### src/rtl/valid_pacer.sv
// valid_pacer: buffers ready/valid requests in a small FIFO and issues them as single-cycle
// o_valid pulses spaced at least LATENCY cycles apart. Define VALID_PACER_SVA_EN to bind protocol assertions.
module valid_pacer #(
    parameter int LATENCY = 4,
    parameter int DATA_W  = 8,
    parameter int DEPTH   = 4
) (
    input  logic                       clk,
    input  logic                       rst_n,
    input  logic                       i_enable,
    input  logic                       i_req_valid,
    output logic                       o_req_ready,
    input  logic [DATA_W-1:0]          i_req_data,
    output logic                       o_valid,
    output logic [DATA_W-1:0]          o_data,
    output logic                       o_busy,
    output logic [$clog2(DEPTH+1)-1:0] o_count
);

    localparam int PW = $clog2(DEPTH);
    localparam int CW = $clog2(DEPTH + 1);
    localparam int GW = $clog2(LATENCY + 1);

    typedef enum logic [1:0] {
        ST_IDLE  = 2'd0,
        ST_PULSE = 2'd1,
        ST_GAP   = 2'd2
    } state_t;

    state_t            state_r;
    state_t            state_nxt_s;
    logic [GW-1:0]     gap_r;
    logic [GW-1:0]     gap_nxt_s;
    logic [DATA_W-1:0] mem_r [DEPTH];
    logic [PW-1:0]     wr_ptr_r;
    logic [PW-1:0]     rd_ptr_r;
    logic [CW-1:0]     count_r;
    logic              push_s;
    logic              pop_s;
    logic              can_issue_s;
    logic              valid_r;
    logic              busy_r;
    logic [DATA_W-1:0] data_r;

    assign o_req_ready = (count_r != CW'(DEPTH));
    assign push_s      = i_req_valid && o_req_ready;
    assign can_issue_s = i_enable && (count_r != CW'(0));

    assign o_valid = valid_r;
    assign o_data  = data_r;
    assign o_busy  = busy_r;
    assign o_count = count_r;

    // State and gap counter registers.
    always_ff @(posedge clk or negedge rst_n) begin
        if (!rst_n) begin
            state_r <= ST_IDLE;
            gap_r   <= GW'(0);
        end else begin
            state_r <= state_nxt_s;
            gap_r   <= gap_nxt_s;
        end
    end

    // Next-state logic; a pop can only be decided in IDLE or on the final GAP cycle.
    always_comb begin
        state_nxt_s = state_r;
        gap_nxt_s   = gap_r;
        pop_s       = 1'b0;
        case (state_r)
            ST_IDLE: begin
                if (can_issue_s) begin
                    pop_s       = 1'b1;
                    state_nxt_s = ST_PULSE;
                end else begin
                    state_nxt_s = ST_IDLE;
                end
            end
            ST_PULSE: begin
                gap_nxt_s   = GW'(LATENCY - 1);
                state_nxt_s = ST_GAP;
            end
            ST_GAP: begin
                gap_nxt_s = gap_r - GW'(1);
                if (gap_r == GW'(1)) begin
                    if (can_issue_s) begin
                        pop_s       = 1'b1;
                        state_nxt_s = ST_PULSE;
                    end else begin
                        state_nxt_s = ST_IDLE;
                    end
                end else begin
                    state_nxt_s = ST_GAP;
                end
            end
            default: begin
                gap_nxt_s   = GW'(0);
                state_nxt_s = ST_IDLE;
            end
        endcase
    end

    // FIFO storage and pointers; pointer wrap relies on DEPTH being a power of two.
    always_ff @(posedge clk or negedge rst_n) begin
        if (!rst_n) begin
            for (int i = 0; i < DEPTH; i++) begin
                mem_r[i] <= {DATA_W{1'b0}};
            end
            wr_ptr_r <= PW'(0);
            rd_ptr_r <= PW'(0);
        end else begin
            if (push_s) begin
                mem_r[wr_ptr_r] <= i_req_data;
                wr_ptr_r        <= wr_ptr_r + PW'(1);
            end else begin
                wr_ptr_r <= wr_ptr_r;
            end
            if (pop_s) begin
                rd_ptr_r <= rd_ptr_r + PW'(1);
            end else begin
                rd_ptr_r <= rd_ptr_r;
            end
        end
    end

    // Occupancy counter.
    always_ff @(posedge clk or negedge rst_n) begin
        if (!rst_n) begin
            count_r <= CW'(0);
        end else begin
            case ({push_s, pop_s})
                2'b10:   count_r <= count_r + CW'(1);
                2'b01:   count_r <= count_r - CW'(1);
                default: count_r <= count_r;
            endcase
        end
    end

    // Registered outputs; o_data holds the last issued entry between pulses.
    always_ff @(posedge clk or negedge rst_n) begin
        if (!rst_n) begin
            valid_r <= 1'b0;
            busy_r  <= 1'b0;
            data_r  <= {DATA_W{1'b0}};
        end else begin
            valid_r <= pop_s;
            busy_r  <= (state_nxt_s != ST_IDLE);
            if (pop_s) begin
                data_r <= mem_r[rd_ptr_r];
            end else begin
                data_r <= data_r;
            end
        end
    end

`ifdef VALID_PACER_SVA_EN
    valid_pacer_sva #(
        .LATENCY (LATENCY),
        .DEPTH   (DEPTH)
    ) u_sva (
        .clk   (clk),
        .rst_n (rst_n),
        .valid (valid_r),
        .push  (push_s),
        .pop   (pop_s),
        .count (count_r)
    );
`endif

endmodule

`ifdef VALID_PACER_SVA_EN
// Protocol checker for valid_pacer: pulse spacing and FIFO occupancy bounds.
module valid_pacer_sva #(
    parameter int LATENCY = 4,
    parameter int DEPTH   = 4
) (
    input logic                       clk,
    input logic                       rst_n,
    input logic                       valid,
    input logic                       push,
    input logic                       pop,
    input logic [$clog2(DEPTH+1)-1:0] count
);
    localparam int CW = $clog2(DEPTH + 1);

    // Each k checks one cycle of the mandatory low window after a pulse.
    for (genvar k = 1; k < LATENCY; k++) begin : g_space
        a_space: assert property (@(posedge clk) disable iff (!rst_n) valid |-> ##k !valid);
    end

    a_no_push_full: assert property (@(posedge clk) disable iff (!rst_n) push |-> (count != CW'(DEPTH)));
    a_no_pop_empty: assert property (@(posedge clk) disable iff (!rst_n) pop |-> (count != CW'(0)));
    a_count_bound:  assert property (@(posedge clk) disable iff (!rst_n) count <= CW'(DEPTH));
endmodule
`endif

### config.mk
export PLATFORM = sky130hd
export DESIGN_NAME = valid_pacer
export DESIGN_NICKNAME = d
export VERILOG_FILES = /design/src/rtl/valid_pacer.sv
export SDC_FILE = /design/constraint.sdc
export NUM_CORES = 1
export LEC_CHECK = 0
export CAP_MARGIN = 20
export CORE_MARGIN = 5
export CORE_UTILIZATION = 40
export DETAILED_ROUTE_END_ITERATION = 8
export GPL_TIMING_DRIVEN = 0
export PLACE_DENSITY = 0.67
export SYNTH_ARGS = -nofsm -noshare
export SYNTH_HDL_FRONTEND = slang
export SYNTH_SLANG_ARGS = --single-unit
### constraint.sdc
create_clock -name clk -period 4.35 [get_ports clk]
set_input_delay 0.87 -clock clk [delete_from_list [all_inputs] [get_ports clk]]
set_output_delay 0.87 -clock clk [all_outputs]
set_load 0.01 [all_outputs]
---- Word-level counts from Yosys, hierarchy flattened ----
Index checks and enable logic that the tools add are counted.
word-level totals
  register bits ........................... 54
  output and inout bits ................... 14
  word-level logic and storage cells ...... 49
  input port bits ......................... 12
cells by class
  bitwise logic cells ..................... 2
  multiplexer cells ....................... 14
  equality and inequality tests ........... 6
  $lt $le $gt $ge ......................... 3
  reductions and logical operators ........ 7
  add/sub/neg operators ................... 5
operators by type and width
  kind                                                         number
  bitwise mux 32 bit                                           1
  two-way mux 8 bit                                            3
  binary-select mux 8 bit (select 2 bit)                       1
  demux 8 bit (select 2 bit)                                   1
  one-hot mux 3 bit (3 select lines)                           1
  greater-or-equal comparator 3 bit (second input constant)    2
  NOT 2 -> 3 bit                                               2
  one-hot mux 2 bit (3 select lines)                           1
  one-hot mux 3 bit (2 select lines)                           1
  subtractor 3 x 1 -> 3 bit (second input constant)            2
  adder 2 x 1 -> 2 bit (second input constant)                 2
  equality test 2 x 1 -> 1 bit (second input constant)         2
  equality test 2 bit (second input constant)                  2
  nonzero test 2 bit                                           2
  adder 3 x 1 -> 3 bit (second input constant)                 1
  equality test 3 x 1 -> 1 bit (second input constant)         1
  logical AND 1 bit                                            3
  less-than comparator 3 x 1 -> 1 bit (second input constant)  1
  two-way mux 1 bit                                            3
  inequality test 3 bit (second input constant)                1
  nonzero test 3 bit                                           1
  logical NOT 2 bit                                            1
  two-way mux 2 bit                                            1
  one-hot mux 1 bit (2 select lines)                           1

---- Logic depth before layout (Yosys ltp) ----
Gate-level depths: netlist of the first run.
  word-level depth ........................ 7
  depth in mapped cells ................... 12
  depth with buffers taken out ............ 11

---- Worst setup path after synthesis of the first run ----
No wires, ideal clock.
  path kind ............................... reg-to-reg
  start ................................... register state_r[0]
  end ..................................... register count_r[2] (netlist: o_count[2])
  period minus slack after synthesis ...... 2,255 ps
  slack ................................... 2,095 ps
  cell stages (with the launch flop) ...... 13
  buffers on the path ..................... 1
  library setup time ...................... 79 ps
  data required time ...................... 4,271 ps
  data arrival time ....................... 2,176 ps
  cells stage by stage .................... dfrtp_1 -> inv_1 -> ha_1 -> and3b_1 -> o211ai_2 -> buf_6 -> inv_1 -> ha_1 -> inv_1 -> fa_1 -> xor2_1 -> nor2_1 -> xor2_1
between the ends
  word-level cells in the longest chain between the ends .. 4
  elaborated cells between the ends (all ways) .. 7
  classes of those cells .................. eq/ne: 3; mux: 2; reduce/logical: 2
RTL lines
  item                                                                             line  RTL
  start, declared                                                                  30    state_t state_r;
  start signal, assigned                                                           60    state_r <= state_nxt_s;
  equality test 2 bit / logical NOT 2 bit (equally long branches)                  70    case (state_r)
  one-hot mux 1 bit (2 select lines) (*)                                           70
  named net pop_s                                                                  39    logic pop_s;
  equality test 2 x 1 -> 1 bit / equality test 2 bit (equally long branches)       131   case ({push_s, pop_s})
  one-hot mux 3 bit (2 select lines) / nonzero test 2 bit (equally long branches)  n/a
  end signal, assigned                                                             132   2'b10: count_r <= count_r + CW'(1);
  end signal, assigned                                                             133   2'b01: count_r <= count_r - CW'(1);
  end signal, assigned                                                             134   default: count_r <= count_r;
  end, declared                                                                    37    logic [CW-1:0] count_r;
Mark *: on every way through the listed nets, which the timed path passes. The rest lies on a longest branch.
A chain may end at the register's enable or synchronous reset.

---- Worst setup path in the final report of the first run ----
  start ................................... register count_r[1] (netlist: o_count[1])
  end ..................................... output port o_req_ready
between the ends
  word-level cells in the longest chain between the ends .. 1
RTL lines
  item                   line  RTL
  inequality test 3 bit  45    assign o_req_ready = (count_r != CW'(DEPTH));
  end, declared          12    output logic o_req_ready,
No other way between the ends.

==> results.md, run 1 <==
* Outcome: finished, final reports clean
* Antenna diode count at 0
* Post-Syn Area at 2630 sq um
* Number of remaining DRC errors at 0
* # IOs at 26
* Total wire length at 4.39 mm
* Number of antenna violations at the first check in global routing at 0
* Max transition margin at 0.625
* Synth Net Count at 191
* Worst EP required at 3480 ps
* Overall routing resource usage at 0.118
* Die ar. at 8290 sq um
* HPWL Detailed at 3.12 mm
* Worst Tran Pin Value at 563 ps
* Remaining global-route overflow at 0
* First-pass GRT wire length at 7.67 mm
* Rows at 29
* Vias per std cell at 5.08
* Reg-to-reg endpoint: o_count[2]
* #FFs+latches synth at 54
* Worst Setup Start Kind: flip-flop
* Max Cap Violations at 0
* Via count at 1403
* Routed wire length per instance at 15.9 um
* GP Congestion at 0.657
* R2r worst-path depth at 12
* Setup Crit Path Kind: reg2out
* Hold path depth at 2
* Worst path slowest cell: clkdlybuf4s50_1
* Worst slack at placement at 1430 ps
* Bufs and invs on worst path at 2
* Tmin final at 2640 ps
* CP Capture Type: output pin
* Hold_buf cts at 0
* R2r setup slk at 1850 ps
* Fmax at 379 MHz
* Hold Crit Class: reg2reg
* Clock Tree Buf Depth at 2
* Setup ws final at 1710 ps
* Library cells used by synthesis at 28
* Slew Limit Fails at 0
* Reg clk slew, reported paths at 90 ps
* Synth-to-layout area growth at 16.4%
* Average cell area after synthesis at 15.7 sq um
* Clk_lat worst skew at 310 ps
* Share of post-route cells with drive strength above 1 at 0.317
* Core footprint at 6390 sq um
* Leak at 1.42 nW
* CP max FO at 6
* Initial drt markers at 22
* CTS tree: built
* Post-CTS sizing at 0
* CTS Buf Count at 5
* Hold_sp: gap_r[1]
* # nets final at 223
* Hold Path Sink: gap_r[1]
* Crit path DAT at 1770 ps
* H-tree lvl count at 2
* Ys Warns at 0
* Post-detailed-route count of antenna-violating nets at 0
* Final period util at 0.607
* Most common cell after layout, fill and taps aside: dfrtp_1
* Vias in the first global route at 1475
* Register area share after synthesis at 0.514
* DIE WIDTH at 91.1 um
* Die Ht at 91.1 um
* RSZ-0062 raised after global routing: no
* IO Port Bufs at 24
* Final Setup Violations at 0
* Clock root cell: clkbuf_8
* CTS sink cnt at 54
* FILL cells at 552
* Setup TNS at 0 ps
* Hold Vio Cnt, Final at 0
* Postcts setup bufs at 0
* DR pass1 iterations at 4
* Syn Inst Count at 167
* Worst vdd ir at 0.372 mV
* Max stage delay on crit path at 480 ps
* Largest net degree at the start of global routing at 34
* R2r startpoint: state_r[0]
* PwrDens at 754 nW/um^2
* Initial Util at 0.412
* Final Power at 0.00231 W
* Critical path cell sequence: or3b_1 -> buf_6 -> clkdlybuf4s50_1
* Cell family with most CP delay: buffers and inverters
* Most frequent cells in the layout: 54 x dfrtp_1, 32 x mux2_4, 23 x clkdlybuf4s50_1, 12 x inv_1, 11 x ha_1
* Clock Skews at 6.62 ps
==> state kept, by name, summed over array words and instances (netlist names) <==
signal,count
o_count,3
mem_r,32
o_valid,1
wr_ptr_r,2
rd_ptr_r,2
state_r,2
o_busy,1
gap_r,3
o_data,8
==> layout make-up <==
cell class / instances / area, sq um / area share
Sequential cell: 54 / 1350 / 0.442
Clock buffer: 5 / 68.8 / 0.0225
Tap cell: 77 / 96.3 / 0.0315
Multi-Input combinational cell: 96 / 1190 / 0.389
Timing Repair Buffer: 25 / 255 / 0.0834
Inverter: 12 / 45.0 / 0.0147
Buffer: 5 / 42.5 / 0.0139
Clock inverter: 2 / 10.0 / 0.00327
==> routing by layer <==
layer  share of wire  GRT usage  wire length (um)  up-vias
met5               0          0                 0        -
met4           0.020     0.0477                87        0
met3           0.030     0.0306               131        5
met2            0.49      0.186              2140       21
met1            0.46      0.154              2030      729
li1                -          -                 -      648
==> metrics by stage <==
stage / cells / util / area [sq um] / hold WS [ps]
after floorplan: 167 / - / 2630 / 450
after global placement: 268 / 0.464 / 2970 / 474
after detailed placement: 269 / 0.467 / 2980 / 479
after CTS: 276 / 0.479 / 3060 / 500
after global routing: 276 / 0.479 / 3060 / 521
final: 276 / 0.479 / 3060 / 496
==> how the worst max path moves through the flow <==
stage,start,to,slack (ps),cells past startpoint
after global routing,state_r[0],o_count[2],1620,12
after detailed placement,i_enable,o_count[2],1430,10
final,o_count[1],o_req_ready,1710,3
after CTS,o_count[1],o_req_ready,1690,3
after floorplan,state_r[0],o_count[2],2100,12
after global placement,rst_n,o_count[2],780,1
==> worst min-delay path, delay by kind of cell (launching register included) <==
family          cells  cell delay, ps
flops               1             350
compound gates      1              70
simple gates        1              40
==> cells in the mapped netlist, drive strengths merged <==
cell type / number / area, sq um
nand3b: 1 / 7.51
nor2b: 1 / 6.26
mux2: 41 / 582
fa: 1 / 20.0
o21ai: 7 / 35.0
and3b: 1 / 8.76
or3: 1 / 6.26
ha: 11 / 138
or3b: 1 / 8.76
a21oi: 2 / 10.0
xor2: 2 / 17.5
o221ai: 1 / 8.76
o211ai: 1 / 12.5
buf: 5 / 42.5
mux4: 8 / 180
dfrtp: 54 / 1350
inv: 12 / 45.0
nand3: 4 / 70.1
xnor2: 4 / 35.0
nor2: 2 / 7.51
nand2b: 1 / 6.26
nand2: 5 / 21.3
o2111ai: 1 / 8.76
==> power breakdown <==
part / switching [W] / internal, W
registers: 0.000159 / 0.000765
logic: 0.000424 / 0.000694
clock network: 0.000155 / 0.000108
==> logic make-up (layout without fill, tap and decap cells) <==
| group | after synthesis | after routing | synth area share |
|---|---|---|---|
| muxes | 49 | 49 | 0.290 |
| and+or+nand+nor | 17 | 17 | 0.0543 |
| adders and majority gates | 12 | 12 | 0.0600 |
| buffers and inverters | 17 | 49 | 0.0333 |
| xor gates and xnor gates | 6 | 6 | 0.0200 |
| AOI/OAI and AO/OA | 12 | 12 | 0.0286 |
| DFF | 54 | 54 | 0.514 |
Power figures use the tool's default switching activity.
==> run 2, diff against run 1 <==
--- a/config.mk
+++ b/config.mk
@@ -10,7 +10,7 @@
 export CORE_UTILIZATION = 40
 export DETAILED_ROUTE_END_ITERATION = 8
 export GPL_TIMING_DRIVEN = 0
-export PLACE_DENSITY = 0.67
+export PLACE_DENSITY = 0.7
 export SYNTH_ARGS = -nofsm -noshare
 export SYNTH_HDL_FRONTEND = slang
 export SYNTH_SLANG_ARGS = --single-unit
==> constraint.sdc (replaced) <==
create_clock -name clk -period 2.4 [get_ports clk]
set_input_delay 0.48 -clock clk [delete_from_list [all_inputs] [get_ports clk]]
set_output_delay 0.48 -clock clk [all_outputs]
set_load 0.01 [all_outputs]
==> run 2 against run 1 <==
Compared with the run above: worst hold slack lost 360 ps; flip-flop and latch count did not move; via count rose by 1.0%; worst setup slack lost 1600 ps; first-iteration DRC count is 27% higher; critical path depth stayed put; clock skew grew 0.60 ps; routed wire length grew 2.9%; clock power is 97% higher.
==> results.md, run 2 (synthesized netlist as in run 1, its figures left out) <==
* Hold Vio Cnt, Final at 0
* Fin area at 3130 sq um
* Most frequent cells in the layout: 54 x dfrtp_1, 32 x mux2_4, 23 x clkdlybuf4s50_1, 11 x inv_1
* Crit path DAT at 1770 ps
* Final period util at 0.937
* Post-detailed-route count of antenna-violating nets at 0
* Overall routing resource usage at 0.118
* Hold slack at 131 ps
* CTS tree: built
* Reg power frac at 0.389
* Multi-input logic area at 1210 sq um
* Fmax at 444 MHz
* Vias per std cell at 5.04
* Critical path cell sequence: or3b_1 -> buf_6 -> clkdlybuf4s50_1
* PwrDens at 1370 nW/um^2
* CTS sink cnt at 54
* Cell family with most CP delay: buffers and inverters
* Antenna diode count at 0
* Max reg flops at 32
* Largest Register: mem_r
* R2r setup slk at 150 ps
* Combinational share of power at 0.489
* # IOs at 26
* Max transition margin at 0.582
* Worst EP required at 1920 ps
* Synth-to-layout area growth at 18.9%
* Core footprint at 6390 sq um
* Largest net degree at the start of global routing at 35
* Clock root cell: clkbuf_8
* Outcome: finished, final reports clean
* FILL cells at 555
* Setup Crit Path Kind: reg2out
* DIE WIDTH at 91.1 um
* GP Congestion at 0.702
* Leak at 1.43 nW
* # nets final at 227
* Routed wire length per instance at 16.1 um
* Sw frac at 0.318
* Number of antenna violations at the first check in global routing at 0
* Final Setup Violations at 0
* HPWL Detailed at 3.12 mm
* Sequential standard cell area at 1350 sq um
* Die Ht at 91.1 um
* Rows at 29
* DR pass1 iterations at 2
* Hold Crit Class: in2async
* Initial drt markers at 28
* Initial Util at 0.412
* Most common cell after layout, fill and taps aside: dfrtp_1
* RSZ-0062 raised after global routing: no
* Tmin final at 2250 ps
* Max stage delay on crit path at 480 ps
* P_int at 0.00293 W
* Setup TNS at 0 ps
* First-pass GRT wire length at 7.84 mm
* R2r worst-path depth at 12
* Worst Setup Start Kind: flip-flop
* Clk pwr share at 0.122
* Reg clk slew, reported paths at 90 ps
* Final Power at 0.00429 W
* Final core occ at 0.490
* Clock Skews at 7.21 ps
* Clk_lat worst skew at 310 ps
* Max Cap Violations at 0
* Sw Pwr at 0.00136 W
* Number of remaining DRC errors at 0
* Via count at 1417
* Bufs and invs on worst path at 2
* Reg-to-reg endpoint: o_count[2]
* R2r startpoint: state_r[0]
* Remaining global-route overflow at 0
* CTS Buf Count at 5
* Die ar. at 8290 sq um
* Vias in the first global route at 1546
* IO Port Bufs at 24
* Hold_buf cts at 0
* Share of post-route cells with drive strength above 1 at 0.363
* CP max FO at 6
* Worst Tran Pin Value at 626 ps
* Worst vdd ir at 0.522 mV
* Worst path slowest cell: clkdlybuf4s50_1
* Slew Limit Fails at 0
* H-tree lvl count at 2
* Clock Tree Buf Depth at 2
* Total wire length at 4.52 mm
* CP Capture Type: output pin
* Placed inst area at 2980 sq um
## run 2: changes by cell type in the layout (fill, tap and decap cells not counted), sizes merged
cell	change
clkinv	-1
clkinvlp	+1
clkbuf	+1
buf	+4
## run 2: stage by stage
stage,worst slack (ps),instances
finish,150,281
global route,32.3,281
CTS,31.5,278
detailed placement,-108,269
global placement,-804,268
floorplan,145,167
## run 2: timing repair
action / in CTS / in global routing
pin swaps: 0 / 1
setup buffers: 1 / 3
resized for setup: 4 / 3
endpoints found under the setup margin: 2 / 2
## run 2: how the worst max path moves through the flow
stage / startpoint / to / slack (ps) / depth (start not counted)
after global placement: rst_n / mem_r[21] / -800 / 1
after CTS: state_r[0] / o_count[2] / 30 / 12
after detailed placement: i_enable / o_count[2] / -110 / 10
final: o_count[1] / o_req_ready / 150 / 3
after floorplan: state_r[0] / o_count[2] / 150 / 12
after global routing: state_r[0] / o_count[2] / 30 / 12
## run 2: area by class of cell
cell class / instances / area share
plain buffers: 5 / 0.0136
clock buffers: 6 / 0.0264
clock inverters: 2 / 0.00400
inverters: 12 / 0.0144
multi-input cells: 96 / 0.387
flip-flops and latches: 54 / 0.432
well taps: 77 / 0.0308
repair buffers: 29 / 0.0912
## run 2: worst reg2reg max path, stage by stage, from the launching register on
cell      delay (ps)
dfrtp_1          410
inv_2             90
ha_4             160
and3b_2          200
o211ai_2         120
buf_6            150
inv_1             80
ha_2             180
inv_1             50
fa_2             330
xor2_1           150
nor2_1           130
xor2_1           150
## run 2: layer usage
metal	up-vias	track usage	share of wire
met1	731	0.157	0.47
met5	-	0	0
met2	20	0.185	0.48
met4	0	0.0367	0.017
met3	7	0.0364	0.041
li1	659	-	-
## run 2: power by group through the flow
| stage | Clock [W] | Combinational [W] | Sequential, W |
|---|---|---|---|
| floorplan | 0 | 0.00150 | 0.00166 |
| global placement | 0 | 0.00201 | 0.00167 |
| detailed placement | 0 | 0.00206 | 0.00169 |
| CTS | 0.000540 | 0.00211 | 0.00167 |
| global route | 0.000577 | 0.00231 | 0.00174 |
| finish | 0.000521 | 0.00210 | 0.00167 |
